**src/rtl/rsa_pkg.sv**
```systemverilog
// Shared definitions for the modular exponentiation engine.
//   - FSM state encodings (legacy-compatible localparam constants)
//   - default operand width
//   - latency helper functions (cycles from the accepting edge to done)
package rsa_pkg;

  localparam int unsigned DEFAULT_WIDTH = 32;
  localparam int unsigned STATE_W       = 3;

  localparam logic [2:0] ST_IDLE   = 3'd0;
  localparam logic [2:0] ST_CHECK  = 3'd1;
  localparam logic [2:0] ST_REDUCE = 3'd2;
  localparam logic [2:0] ST_MUL    = 3'd3;
  localparam logic [2:0] ST_SQR    = 3'd4;
  localparam logic [2:0] ST_DONE   = 3'd5;

  // Variable-time latency: one reduce, one multiply per set bit, one square per bit.
  function automatic int unsigned modexp_latency(input int unsigned width,
                                                 input int unsigned popcount,
                                                 input int unsigned bitlen);
    return 2 + (width + 1) * (1 + popcount + bitlen);
  endfunction

  // Constant-time latency: one reduce plus a multiply and a square for every bit.
  function automatic int unsigned modexp_latency_ct(input int unsigned width);
    return 2 + (width + 1) * (1 + 2 * width);
  endfunction

endpackage

```
**src/rtl/rsa_modmul.sv**
```systemverilog
// Serial interleaved modular multiplier: p = a*b mod n, requires b < n.
// One load cycle (go) followed by WIDTH MSB-first iterations over a;
// valid pulses for one cycle once p holds the final product.
// Ports:
//   clk, reset   clock, async active-high reset
//   go           load operands and start (ignored operands while busy not expected)
//   a, b, n      multiplicand (any value), multiplier (< n), modulus
//   busy         iterations in progress
//   valid        one-cycle pulse, p is the product
//   p            product register
module rsa_modmul
  import rsa_pkg::*;
#(
  parameter int unsigned WIDTH = DEFAULT_WIDTH
) (
  input  logic             clk,
  input  logic             reset,
  input  logic             go,
  input  logic [WIDTH-1:0] a,
  input  logic [WIDTH-1:0] b,
  input  logic [WIDTH-1:0] n,
  output logic             busy,
  output logic             valid,
  output logic [WIDTH-1:0] p
);

  localparam int unsigned CNT_W = $clog2(WIDTH + 1);

  logic [WIDTH-1:0] a_q;
  logic [WIDTH-1:0] b_q;
  logic [WIDTH-1:0] n_q;
  logic [WIDTH-1:0] acc;
  logic [CNT_W-1:0] cnt;

  logic [WIDTH+1:0] t;
  logic [WIDTH+1:0] t1;
  logic [WIDTH+1:0] nx;
  logic [WIDTH-1:0] acc_nxt;

  // R = 2R + a_i*b stays below 3n, so two conditional subtractions restore R < n.
  always_comb begin
    nx      = {2'b00, n_q};
    t       = {1'b0, acc, 1'b0} + (a_q[WIDTH-1] ? {2'b00, b_q} : '0);
    t1      = (t >= nx) ? (t - nx) : t;
    acc_nxt = (t1 >= nx) ? WIDTH'(t1 - nx) : WIDTH'(t1);
  end

  always_ff @(posedge clk or posedge reset) begin
    if (reset) begin
      a_q   <= '0;
      b_q   <= '0;
      n_q   <= '0;
      acc   <= '0;
      cnt   <= '0;
      busy  <= 1'b0;
      valid <= 1'b0;
    end else if (go) begin
      a_q   <= a;
      b_q   <= b;
      n_q   <= n;
      acc   <= '0;
      cnt   <= CNT_W'(WIDTH);
      busy  <= 1'b1;
      valid <= 1'b0;
    end else if (busy) begin
      acc <= acc_nxt;
      a_q <= a_q << 1;
      cnt <= cnt - CNT_W'(1);
      if (cnt == CNT_W'(1)) begin
        busy  <= 1'b0;
        valid <= 1'b1;
      end
    end else begin
      valid <= 1'b0;
    end
  end

  assign p = acc;

endmodule

```
**src/rtl/rsa_modexp_param.sv**
```systemverilog
// Handshake-driven modular exponentiation: result = message^exponent mod modulus.
// Right-to-left square-and-multiply sequenced around one serial rsa_modmul.
// Build option: define RSA_MODEXP_CONST_TIME_EN for fixed latency (every bit
// runs a multiply and a square; unused products land in a dummy register).
// Ports:
//   clk, reset                   clock, async active-high reset
//   start                        request, sampled only while ready=1
//   message, exponent, modulus   operands, captured on the accepting edge
//   ready                        idle and accepting start
//   done                         one-cycle pulse, result/err valid
//   err                          modulus < 2
//   result                       exponentiation result, held until next job
module rsa_modexp_param
  import rsa_pkg::*;
#(
  parameter int unsigned WIDTH = DEFAULT_WIDTH
) (
  input  logic             clk,
  input  logic             reset,
  input  logic             start,
  input  logic [WIDTH-1:0] message,
  input  logic [WIDTH-1:0] exponent,
  input  logic [WIDTH-1:0] modulus,
  output logic             ready,
  output logic             done,
  output logic             err,
  output logic [WIDTH-1:0] result
);

  logic [STATE_W-1:0] state, state_d;
  logic [WIDTH-1:0]   msg_q, msg_d;
  logic [WIDTH-1:0]   exp_q, exp_d;
  logic [WIDTH-1:0]   mod_q, mod_d;
  logic [WIDTH-1:0]   r_q, r_d;
  logic [WIDTH-1:0]   base_q, base_d;
  logic               flag_q, flag_d;
  logic               ready_d, done_d, err_d;
  logic [WIDTH-1:0]   result_d;
  logic               do_test;
  logic               go_req;

`ifdef RSA_MODEXP_CONST_TIME_EN
  localparam int unsigned BITS_W = $clog2(WIDTH + 1);
  logic [BITS_W-1:0] bits_q, bits_d;
  logic [WIDTH-1:0]  dummy_q, dummy_d;
`endif

  logic             mm_go;
  logic             mm_busy;
  logic             mm_valid;
  logic [WIDTH-1:0] mm_a;
  logic [WIDTH-1:0] mm_b;
  logic [WIDTH-1:0] mm_p;

  rsa_modmul #(.WIDTH(WIDTH)) u_modmul (
    .clk   (clk),
    .reset (reset),
    .go    (mm_go),
    .a     (mm_a),
    .b     (mm_b),
    .n     (mod_q),
    .busy  (mm_busy),
    .valid (mm_valid),
    .p     (mm_p)
  );

  // Next-state / next-register logic; the next multiply is launched on the same
  // edge the previous product is written, so operands come from the _d values.
  always_comb begin
    state_d  = state;
    msg_d    = msg_q;
    exp_d    = exp_q;
    mod_d    = mod_q;
    r_d      = r_q;
    base_d   = base_q;
    flag_d   = flag_q;
    ready_d  = ready;
    done_d   = 1'b0;
    err_d    = err;
    result_d = result;
    do_test  = 1'b0;
    go_req   = 1'b0;
`ifdef RSA_MODEXP_CONST_TIME_EN
    bits_d   = bits_q;
    dummy_d  = dummy_q;
`endif

    case (state)
      ST_IDLE: begin
        ready_d = 1'b1;
        if (start && ready) begin
          msg_d   = message;
          exp_d   = exponent;
          mod_d   = modulus;
          ready_d = 1'b0;
          state_d = ST_CHECK;
`ifdef RSA_MODEXP_CONST_TIME_EN
          bits_d  = BITS_W'(WIDTH);
`endif
        end
      end
      ST_CHECK: begin
        if (mod_q < WIDTH'(2)) begin
          flag_d  = 1'b1;
          r_d     = '0;
          state_d = ST_DONE;
        end else begin
          flag_d  = 1'b0;
          r_d     = WIDTH'(1);
          state_d = ST_REDUCE;
          go_req  = 1'b1;
        end
      end
      ST_REDUCE: begin
        if (mm_valid) begin
          base_d  = mm_p;
          do_test = 1'b1;
        end
      end
      ST_MUL: begin
        if (mm_valid) begin
`ifdef RSA_MODEXP_CONST_TIME_EN
          if (exp_q[0]) r_d = mm_p;
          else          dummy_d = mm_p;
`else
          r_d = mm_p;
`endif
          state_d = ST_SQR;
          go_req  = 1'b1;
        end
      end
      ST_SQR: begin
        if (mm_valid) begin
          base_d  = mm_p;
          exp_d   = exp_q >> 1;
`ifdef RSA_MODEXP_CONST_TIME_EN
          bits_d  = bits_q - BITS_W'(1);
`endif
          do_test = 1'b1;
        end
      end
      ST_DONE: begin
        done_d   = 1'b1;
        result_d = r_q;
        err_d    = flag_q;
        state_d  = ST_IDLE;
      end
      default: begin
        state_d = ST_IDLE;
        ready_d = 1'b1;
      end
    endcase

    // Exponent-bit decision folded into the transition out of REDUCE/SQR.
    if (do_test) begin
`ifdef RSA_MODEXP_CONST_TIME_EN
      if (bits_d == '0) begin
        state_d = ST_DONE;
      end else begin
        state_d = ST_MUL;
        go_req  = 1'b1;
      end
`else
      if (exp_d == '0) begin
        state_d = ST_DONE;
      end else if (exp_d[0]) begin
        state_d = ST_MUL;
        go_req  = 1'b1;
      end else begin
        state_d = ST_SQR;
        go_req  = 1'b1;
      end
`endif
    end

    mm_go = go_req & ~mm_busy;
    mm_a  = (state_d == ST_REDUCE) ? msg_q : base_d;
    if (state_d == ST_REDUCE)   mm_b = WIDTH'(1);
    else if (state_d == ST_MUL) mm_b = r_d;
    else                        mm_b = base_d;
  end

  always_ff @(posedge clk or posedge reset) begin
    if (reset) begin
      state  <= ST_IDLE;
      msg_q  <= '0;
      exp_q  <= '0;
      mod_q  <= '0;
      r_q    <= '0;
      base_q <= '0;
      flag_q <= 1'b0;
      ready  <= 1'b1;
      done   <= 1'b0;
      err    <= 1'b0;
      result <= '0;
`ifdef RSA_MODEXP_CONST_TIME_EN
      bits_q  <= '0;
      dummy_q <= '0;
`endif
    end else begin
      state  <= state_d;
      msg_q  <= msg_d;
      exp_q  <= exp_d;
      mod_q  <= mod_d;
      r_q    <= r_d;
      base_q <= base_d;
      flag_q <= flag_d;
      ready  <= ready_d;
      done   <= done_d;
      err    <= err_d;
      result <= result_d;
`ifdef RSA_MODEXP_CONST_TIME_EN
      bits_q  <= bits_d;
      dummy_q <= dummy_d;
`endif
    end
  end

endmodule

```
**config.mk**
```make
export PLATFORM = sky130hd
export DESIGN_NAME = rsa_modexp_param
export DESIGN_NICKNAME = d
export VERILOG_FILES = /design/src/rtl/rsa_pkg.sv /design/src/rtl/rsa_modmul.sv /design/src/rtl/rsa_modexp_param.sv
export SDC_FILE = /design/constraint.sdc
export NUM_CORES = 1
export LEC_CHECK = 0
export CELL_PAD_IN_SITES_DETAIL_PLACEMENT = 1
export CELL_PAD_IN_SITES_GLOBAL_PLACEMENT = 2
export CORE_MARGIN = 1
export CORE_UTILIZATION = 41
export CTS_CLUSTER_SIZE = 30
export DETAILED_ROUTE_END_ITERATION = 8
export PLACE_DENSITY_LB_ADDON = 0.1
export SETUP_SLACK_MARGIN = 0.02
export SLEW_MARGIN = 20
export SYNTH_ARGS = -nofsm -noshare
export SYNTH_HDL_FRONTEND = slang
export SYNTH_SLANG_ARGS = --single-unit
```
**constraint.sdc**
```tcl
create_clock -name clk -period 37 [get_ports clk]
set_input_delay 9.25 -clock clk [delete_from_list [all_inputs] [get_ports clk]]
set_output_delay 9.25 -clock clk [all_outputs]
set_load 0.005 [all_outputs]
```
## Word-level counts from Yosys, hierarchy flattened

Index checks and enable logic that the tools add are counted.

- Register bits: 335
- Output and inout port bits: 35
- Word-level logic and storage cells: 86
- Input port bits: 99

- Eq/ne operators: 9
- Bitwise operators: 2
- Order comparisons: 3
- $add $sub $neg: 4
- Mux-type cells: 43
- Reduce and logical (&&, ||, !) cells: 7

Operators by type and width:

| operator | count |
|---|---|
| $mux 32 | 14 |
| $pmux 32 s2 | 2 |
| $ge 34x32->1 | 2 |
| $add 33x34->34 | 1 |
| $mux 34 | 1 |
| $sub 34x32->34 | 1 |
| $logic_not 32->1 | 1 |
| $lt 32x2->1 const B | 1 |
| $sub 32x32->32 | 1 |
| $mux 3 | 6 |
| $mux 1 | 15 |
| $eq 3x2->1 const B | 4 |
| $mux 6 | 2 |
| $pmux 3 s4 | 1 |
| $eq 3x3->1 const B | 2 |
| $eq 6x1->1 const B | 1 |
| $sub 6x1->6 const B | 1 |
| $reduce_or 5->1 | 1 |
| $pmux 1 s2 | 2 |
| $eq 3x1->1 const B | 1 |
| $logic_not 3->1 | 1 |
| $ne 3x3->1 const B | 1 |
| $reduce_and 2->1 | 1 |
| $reduce_bool 2->1 | 1 |
| 4 further kinds | 4 |

## Longest topological paths before layout

Gate-level depths: netlist (run 1).

- Word-level depth: 9
- Mapped depth: 39
- Depth with buffers taken out: 34

## By module

From an unflattened synthesis (run 1), not the netlist that was laid out.

- Cells, all modules: 2231
- Area total of the unflattened synthesis: 20704.9 sq um

Modules (own cells, without submodules):

| module | cells an instance | seq. area each (sq um) | times used | area an instance (sq um) |
|---|---|---|---|---|
| rsa_modmul | 1375 | 3403.3 | 1 | 11652.4 |
| rsa_modexp_param | 856 | 4981.0 | 1 | 9052.4 |

## Worst setup path before layout (run 1)

Ideal clock, no wire load.

- Path type: input port to flip-flop
- Start point: in start
- End point: reg u_modmul.a_q[18]
- Cell stages on the path: 13
- Arrival time: 11.595 ns
- Data required time: 36.875 ns
- Slack: 25.280 ns
- Setup time: 0.125 ns
- Buffers on the path: 3
- Cells stage by stage: and2_1 > clkbuf_1 > o22a_1 > o22ai_1 > a21oi_1 > nor2b_1 > a21oi_1 > nand2b_1 > clkbuf_1 > buf_2 > mux2i_1 > a21oi_1 > mux2_2

- Longest elaborated chain between the ends: 9
- Elaborated cells between the ends (all ways): 16
- Classes of those cells: eq/ne: 1; mux: 11; bitwise: 1; reduce/logical: 3

Ends and longest elaborated chain:

| what | line | RTL |
|---|---|---|
| start: declaration | rsa_modexp_param.sv:20 | `input logic start,` |
| $logic_and 1x1->1 (*) | rsa_modexp_param.sv:91 | `if (start && ready) begin` |
| $mux 32 (*) | rsa_modexp_param.sv:91 |  |
| $pmux 32 s2 (*) | rsa_modexp_param.sv:88 | `case (state)` |
| named net exp_d[0] | rsa_modexp_param.sv:32 | `logic [WIDTH-1:0] exp_q, exp_d;` |
| $logic_not 32->1 or $mux 3 (tied branches) | rsa_modexp_param.sv:164, rsa_modexp_param.sv:166 |  |
| $mux 3 | rsa_modexp_param.sv:164 | `if (exp_d == '0) begin` |
| $mux 3 | rsa_modexp_param.sv:155 | `if (do_test) begin` |
| $eq 3x2->1 | rsa_modexp_param.sv:177 | `mm_a = (state_d == ST_REDUCE) ? msg_q : base_d;` |
| $mux 32 | rsa_modexp_param.sv:177 |  |
| $mux 32 | rsa_modmul.sv:57 | `end else if (go) begin` |
| end signal: assignment | rsa_modmul.sv:67 | `a_q <= a_q << 1;` |
| end: declaration | rsa_modmul.sv:29 | `logic [WIDTH-1:0] a_q;` |

Mark *: on every way through the listed nets, which the timed path passes. The rest lies on a longest branch.
A chain may end at the register's enable or synchronous reset.

## Worst setup path in the final report (run 1)

- Start point: in start
- End point: reg u_modmul.n_q[0]

- Longest elaborated chain between the ends: 7

Ends and longest elaborated chain:

| what | line | RTL |
|---|---|---|
| $logic_and 1x1->1 | rsa_modexp_param.sv:91 |  |
| $mux 32 | rsa_modexp_param.sv:91 |  |
| $pmux 32 s2 | rsa_modexp_param.sv:88 |  |
| $logic_not 32->1 | rsa_modexp_param.sv:164 |  |
| $mux 1 | rsa_modexp_param.sv:164 |  |
| $mux 1 | rsa_modexp_param.sv:155 |  |
| $and 1x1->1 | rsa_modexp_param.sv:176 | `mm_go = go_req & ~mm_busy;` |
| end signal: assignment | rsa_modmul.sv:60 | `n_q <= n;` |
| end: declaration | rsa_modmul.sv:31 | `logic [WIDTH-1:0] n_q;` |

No other way between the ends.

==> results of run 1 <==
==> critical path: stages <==
cell and delay, ps:
clkdlybuf4s50_1 520, nand2_1 180, nor2_4 770, buf_4 640
a222oi_1 240, nand4_1 160, a2111oi_2 50, nand4_1 150
o31ai_2 100, o21ai_4 90, buf_4 530, and2_4 430
buf_4 760, mux2_4 350
==> power by group through the flow <==
stage | registers [W] | clock network, W | logic (W)
6_report | 0.000470 | 0.000398 | 0.000210
2_1_floorplan | 0.000449 | 0 | 0.000160
3_3_place_gp | 0.000475 | 0 | 0.000206
4_1_cts | 0.000469 | 0.000410 | 0.000211
3_5_place_dp | 0.000474 | 0 | 0.000210
5_1_grt | 0.000477 | 0.000421 | 0.000230
==> through the flow <==
stage | hold WS [ps] | util | instance area, um^2
after global routing | 491 | 0.483 | 23200
after detailed placement | 468 | 0.455 | 21900
after CTS | 478 | 0.482 | 23200
final | 478 | 0.483 | 23200
after global placement | 460 | 0.455 | 21900
after floorplan | 432 | - | 20100
==> sequential cells by signal, summed over array words and instances (netlist names), 3 cells and up <==
signal / count
base_q: 32
exp_q: 32
mod_q: 32
msg_q: 32
r_q: 32
result: 32
state: 3
u_modmul.a_q: 32
u_modmul.b_q: 32
u_modmul.cnt: 6
u_modmul.n_q: 32
u_modmul.p: 32
==> cell type report <==
cell class                 instances  area [um^2]
multi-input combinational       1646        10900
clock inverter                     9          149
sequential                       335         8380
timing repair buffer             150         1470
tap                              615          769
inverter                          81          312
clock buffer                      61         1170
fill                            5461        24900
==> per-layer routing <==
layer | wire length, um | global-route usage | share of wire
met3 | 2590 | 0.0300 | 0.041
met4 | 1540 | 0.0736 | 0.024
met1 | 31400 | 0.386 | 0.50
met5 | 0 | 0 | 0
met2 | 27600 | 0.391 | 0.44
==> placed cells by master, fill, tap and decap left out, types with 21 or more instances in the layout <==
master           netlist  routed
a21oi_1              169     168
a21o_1                43      43
ha_1                  97      97
a22oi_1               21      21
o21bai_1              26      26
nor3_1                21      21
clkdlybuf4s50_1        0     133
xor2_1                26      26
and2_1                66      65
xnor2_1               58      58
mux2_2               122     122
mux2i_1               73      73
clkbuf_16              0      40
nor2_1               128     125
a22o_1                33      33
inv_1                 79      78
dfrtp_1              334     334
o21ai_0              109     109
nand2_1              361     361
a31oi_1               40      40
==> worst paths after layout <==
kind	slack, ps	depth (start not counted)	startpoint	to
setup / recovery	22990	14	start	u_modmul.n_q[0]$_DFFE_PP0P_
hold / removal	480	2	result[22]$_DFFE_PP0P_	result[22]$_DFFE_PP0P_
setup reg to reg	27700	33	u_modmul.a_q[31]$_DFFE_PP0P_	u_modmul.p[25]$_DFFE_PP0P_
hold reg to reg	480	2	result[22]$_DFFE_PP0P_	result[22]$_DFFE_PP0P_
max in group asynchronous	25410	4	reset	msg_q[12]$_DFFE_PP0P_
min in group asynchronous	9200	2	reset	mod_q[8]$_DFFE_PP0P_
==> kinds of logic after synthesis <==
family	count (synthesis)	synth area share
buffers and inverters	191	0.0398
flip-flops	335	0.418
AO/OA/AOI/OAI	571	0.182
XOR/XNOR	84	0.0367
multiplexers	197	0.106
adder cells (fa/ha/maj)	100	0.0635
AND/OR/NAND/NOR	694	0.154
==> flow_metrics.tcl, run 1 <==
set metrics [dict create \
    ys_ff_latch 335 \
    ctsResizeCount 0 \
    synthTopCellsByCount "nand2_1 (361), dfrtp_1 (334), a21oi_1 (169)" \
    clock_path_buffers 3 \
    finalNonFillerCells 2897 \
    yosysWarningCount 0 \
    ir_worst_vdd_v 0.0000330 \
    synth_edf_count 0 \
    p_int_w 0.000747 \
    maxSlewHeadroom 0.266 \
    start_kind "input port" \
    async_flop_share 1.00 \
    hold_class "reg -> reg" \
    cp_max_fo 102 \
    fin_crit_ps 14010 \
    numCtsBuffers 40 \
    drive_gt1_frac 0.101 \
    drc 0 \
    core_area_um2 48000 \
    yosys.area.top_type "dfrtp_1" \
    dpl.hpwl_mm 46.3 \
    synthCells 2172 \
    viasPerCell 5.71 \
    root_buffer "clkbuf_16" \
    hold_viol_final 0 \
    path_class "in -> reg" \
    cp_data_arrival_time_ps 14480 \
    cts_max_level 2 \
    grt_max_degree 172 \
    setup_viol 0 \
    grt_pass1_wl_mm 100 \
    io_pins 134 \
    placed_cells 2827 \
    initial_utilization 0.418 \
    p_comb_frac 0.195 \
    p_seq_frac 0.436 \
    synth.avg_cell_area_um2 9.24 \
    synth_nets 2371 \
    clkSinkCount 335 \
    cp_data_required_time_ps 37470 \
    wl_per_cell_um 21.8 \
    synthTopCellsByArea "dfrtp_1 (42%), mux2_2 (6.8%), nand2_1 (6.8%)" \
    fmax_mhz 71.4 \
    tightest_slew_ps 1100 \
    cts_tree "yes" \
    die_w_um 223 \
    grt.total_usage 0.258 \
    gp_congestion 0.858 \
    detail-route-antenna-nets 0 \
    area_delta_synth_final_pct 15.6 \
    end_kind "register" \
    wirelength_mm 63.2 \
    synth_cell_types 77 \
    yosysTopAreaCellShare 0.417 \
    yosysSeqAreaShare 0.418 \
    cts_setup_buffers 0 \
    clock_latency_ps 590 \
    die_h_um 223 \
    status "complete, no violations" \
    num_vias 16500 \
    place_ws_ps 22330 \
    port_buffers 133 \
    clock_power_share 0.370 \
    diodes 0 \
    skew_ps 40.0 \
    nets 2453 \
    syn_area_um2 20100 \
    p_sw_w 0.000331 \
    drv_cap 0 \
    report.final.slew_viol_count 0 \
    p_per_area_nw_per_um2 46.5 \
    grt_pass1_vias 16900 \
    synth_top_flop_cell "dfrtp_1" \
    hold_buffers 0 \
    swShare 0.307 \
    grt_setup_unrepaired "no" \
    setup_slack_ps 22990 \
    cts.clk_slew.worst_paths_ps 60 \
    synth_most_common_cell "nand2_1" \
    p_leak_nw 10.7 \
    totalPowerFinal_w 0.00108 \
    overflow 0 \
    dr.first_iter.drc_count 1096 \
    fin_crit_sh 0.379 \
    dr.pass1.iters 5 \
    fin_setup_tns_ps 0 \
    fp-row-count 80 \
    die-area_um2 49800 \
    antenna_found_initial 1 \
]
Note: power is estimated with default switching activity, not from simulation.
==> inputs of run 2 (changes only) <==
--- a/config.mk
+++ b/config.mk
@@ -8,7 +8,7 @@
 export CELL_PAD_IN_SITES_DETAIL_PLACEMENT = 1
 export CELL_PAD_IN_SITES_GLOBAL_PLACEMENT = 2
 export CORE_MARGIN = 1
-export CORE_UTILIZATION = 41
+export CORE_UTILIZATION = 38
 export CTS_CLUSTER_SIZE = 30
 export DETAILED_ROUTE_END_ITERATION = 8
 export PLACE_DENSITY_LB_ADDON = 0.1
==> constraint.sdc (replaced) <==
create_clock -name clk -period 13.9 [get_ports clk]
set_input_delay 3.475 -clock clk [delete_from_list [all_inputs] [get_ports clk]]
set_output_delay 3.475 -clock clk [all_outputs]
set_load 0.005 [all_outputs]
==> run 2 against run 1 <==
Against the previous run:
- sequential share of layout area is 0.29 points lower
- total power grew to 2.7 times the previous value
- first-iteration DRC count is 4.6% higher
- critical path type is now reg -> reg
- count of clock-buffer cells in the layout is 3 higher
- critical endpoint is now u_modmul.p[22]$_DFFE_PP0P_
- flip-flop and latch count stayed put
- core utilization is 3.1 points lower
- global-route usage is 1.5 points lower
- non-clock buffer count is 3 higher
- routed wire length is 2.0% higher
- sequential power grew to 2.6 times the previous value
- design area is 0.80% higher
- critical path depth is 21 higher
==> flow_metrics.tcl, run 2 (synthesized netlist as in run 1, its figures left out) <==
set metrics [dict create \
    cts.clk_slew.worst_paths_ps 60 \
    cp.depth 35 \
    grt_max_degree 101 \
    port_buffers 133 \
    nets 2457 \
    die_h_um 232 \
    cp_max_fo 36 \
    path_class "reg -> reg" \
    end_kind "register" \
    min_path_cells 2 \
    max_stage_delay_ps 710 \
    drive_gt1_frac 0.103 \
    hold_viol_final 0 \
    root_buffer "clkbuf_16" \
    viasPerCell 5.57 \
    fp-row-count 83 \
    area_delta_synth_final_pct 16.5 \
    p_comb_frac 0.194 \
    dpl.hpwl_mm 47.3 \
    cpMostUsedCell "a21oi_1" \
    initial_utilization 0.388 \
    wirelength_mm 64.4 \
    p_leak_nw 10.8 \
    hold_class "reg -> reg" \
    dr.pass1.iters 6 \
    antenna_found_initial 0 \
    cts_setup_buffers 0 \
    cp_top_family "compound AO/OA/AOI/OAI gates" \
    mostFrequentLayoutCells "nand2_1 (361), dfrtp_1 (334), a21oi_1 (168)" \
    drv_cap 0 \
    cts_max_level 2 \
    fin_crit_sh 0.699 \
    placed_cells 2895 \
    tightest_slew_ps 1110 \
    regArea_um2 8380 \
    grt_setup_unrepaired "no" \
    dr.first_iter.drc_count 1146 \
    cp_data_arrival_time_ps 10180 \
    overflow 0 \
    status "complete, no violations" \
    die_w_um 232 \
    critPathSlowestCell "dfrtp_1" \
    hold_buffers 0 \
    detail-route-antenna-nets 0 \
    multi_input_comb_area_um2 10900 \
    die-area_um2 53700 \
    crit_buf_inv 1 \
    filler_cell_count 5848 \
    cts_tree "yes" \
    maxSlewHeadroom 0.256 \
    setup_viol 0 \
    numCtsBuffers 41 \
    p_per_area_nw_per_um2 126 \
    gp_congestion 0.846 \
    clock_path_buffers 3 \
    fmax_mhz 103 \
    fin_setup_tns_ps 0 \
    fin_crit_ps 9720 \
    drc 0 \
    wl_per_cell_um 21.7 \
    swShare 0.301 \
    clock_latency_ps 580 \
    clkSinkCount 335 \
    ir_worst_vdd_v 0.0000846 \
    grt.total_usage 0.243 \
    p_sw_w 0.000886 \
    grt_pass1_wl_mm 102 \
    io_pins 134 \
    report.final.slew_viol_count 0 \
    ctsResizeCount 0 \
    p_int_w 0.00206 \
    finalNonFillerCells 2971 \
    skew_ps 18.4 \
    clock_power_share 0.384 \
    cp_data_required_time_ps 14360 \
    p_seq_frac 0.422 \
    num_vias 16500 \
    layout.cells.most_common "nand2_1" \
    core_area_um2 51700 \
    grt_pass1_vias 17300 \
    r2r_cells 35 \
    start_kind "register" \
]
## run 2: stage by stage
step | total power (W) | util | hold WS [ps] | cell area, um^2 | setup WS [ps]
5_1_grt | 0.00308 | 0.452 | 494 | 23400 | 3420
4_1_cts | 0.00298 | 0.452 | 478 | 23400 | 3850
2_1_floorplan | 0.00162 | - | 432 | 20100 | 1150
3_5_place_dp | 0.00183 | 0.424 | 463 | 21900 | 3870
3_3_place_gp | 0.00181 | 0.424 | 455 | 21900 | 4120
6_report | 0.00294 | 0.452 | 473 | 23400 | 4180
## run 2: worst paths after layout
kind	slack, ps	start	endpoint
min reg2reg	470	flag_q$_DFFE_PP0P_	err$_DFFE_PP0P_
max in group asynchronous	8160	reset	u_modmul.b_q[12]$_DFFE_PP0P_
max reg2reg	4180	u_modmul.a_q[31]$_DFFE_PP0P_	u_modmul.p[22]$_DFFE_PP0P_
max	4180	u_modmul.a_q[31]$_DFFE_PP0P_	u_modmul.p[22]$_DFFE_PP0P_
min in group asynchronous	3450	reset	mod_q[18]$_DFFE_PP0P_
min	470	flag_q$_DFFE_PP0P_	err$_DFFE_PP0P_
## run 2: worst min-delay path, cell delays in order (launching register included)
cell,delay [ps]
dfrtp_1,330
nand2_1,60
nand2_1,50
## run 2: power groups by stage
stage          clock (W)  sequential [W]  combinational (W)
2_1_floorplan          0         0.00120           0.000426
3_3_place_gp           0         0.00125           0.000554
3_5_place_dp           0         0.00126           0.000570
4_1_cts          0.00116         0.00124           0.000575
5_1_grt          0.00119         0.00126           0.000621
6_report         0.00113         0.00124           0.000570
## run 2: area by class of cell
cell class	count	area share
diodes	1	0.000107
clock buffers	64	0.0528
clock inverters	11	0.00787
inverters	81	0.0133
multi-input cells	1646	0.467
flip-flops and latches	335	0.359
well taps	680	0.0364
repair buffers	153	0.0634
## run 2: per-layer routing
metal  global-route usage  wire (um)  part of all wire
met1                0.363      32700              0.51
met2                0.373      28200              0.44
met3               0.0346       2540             0.039
met4               0.0475       1020             0.016
met5                    0          0                 0
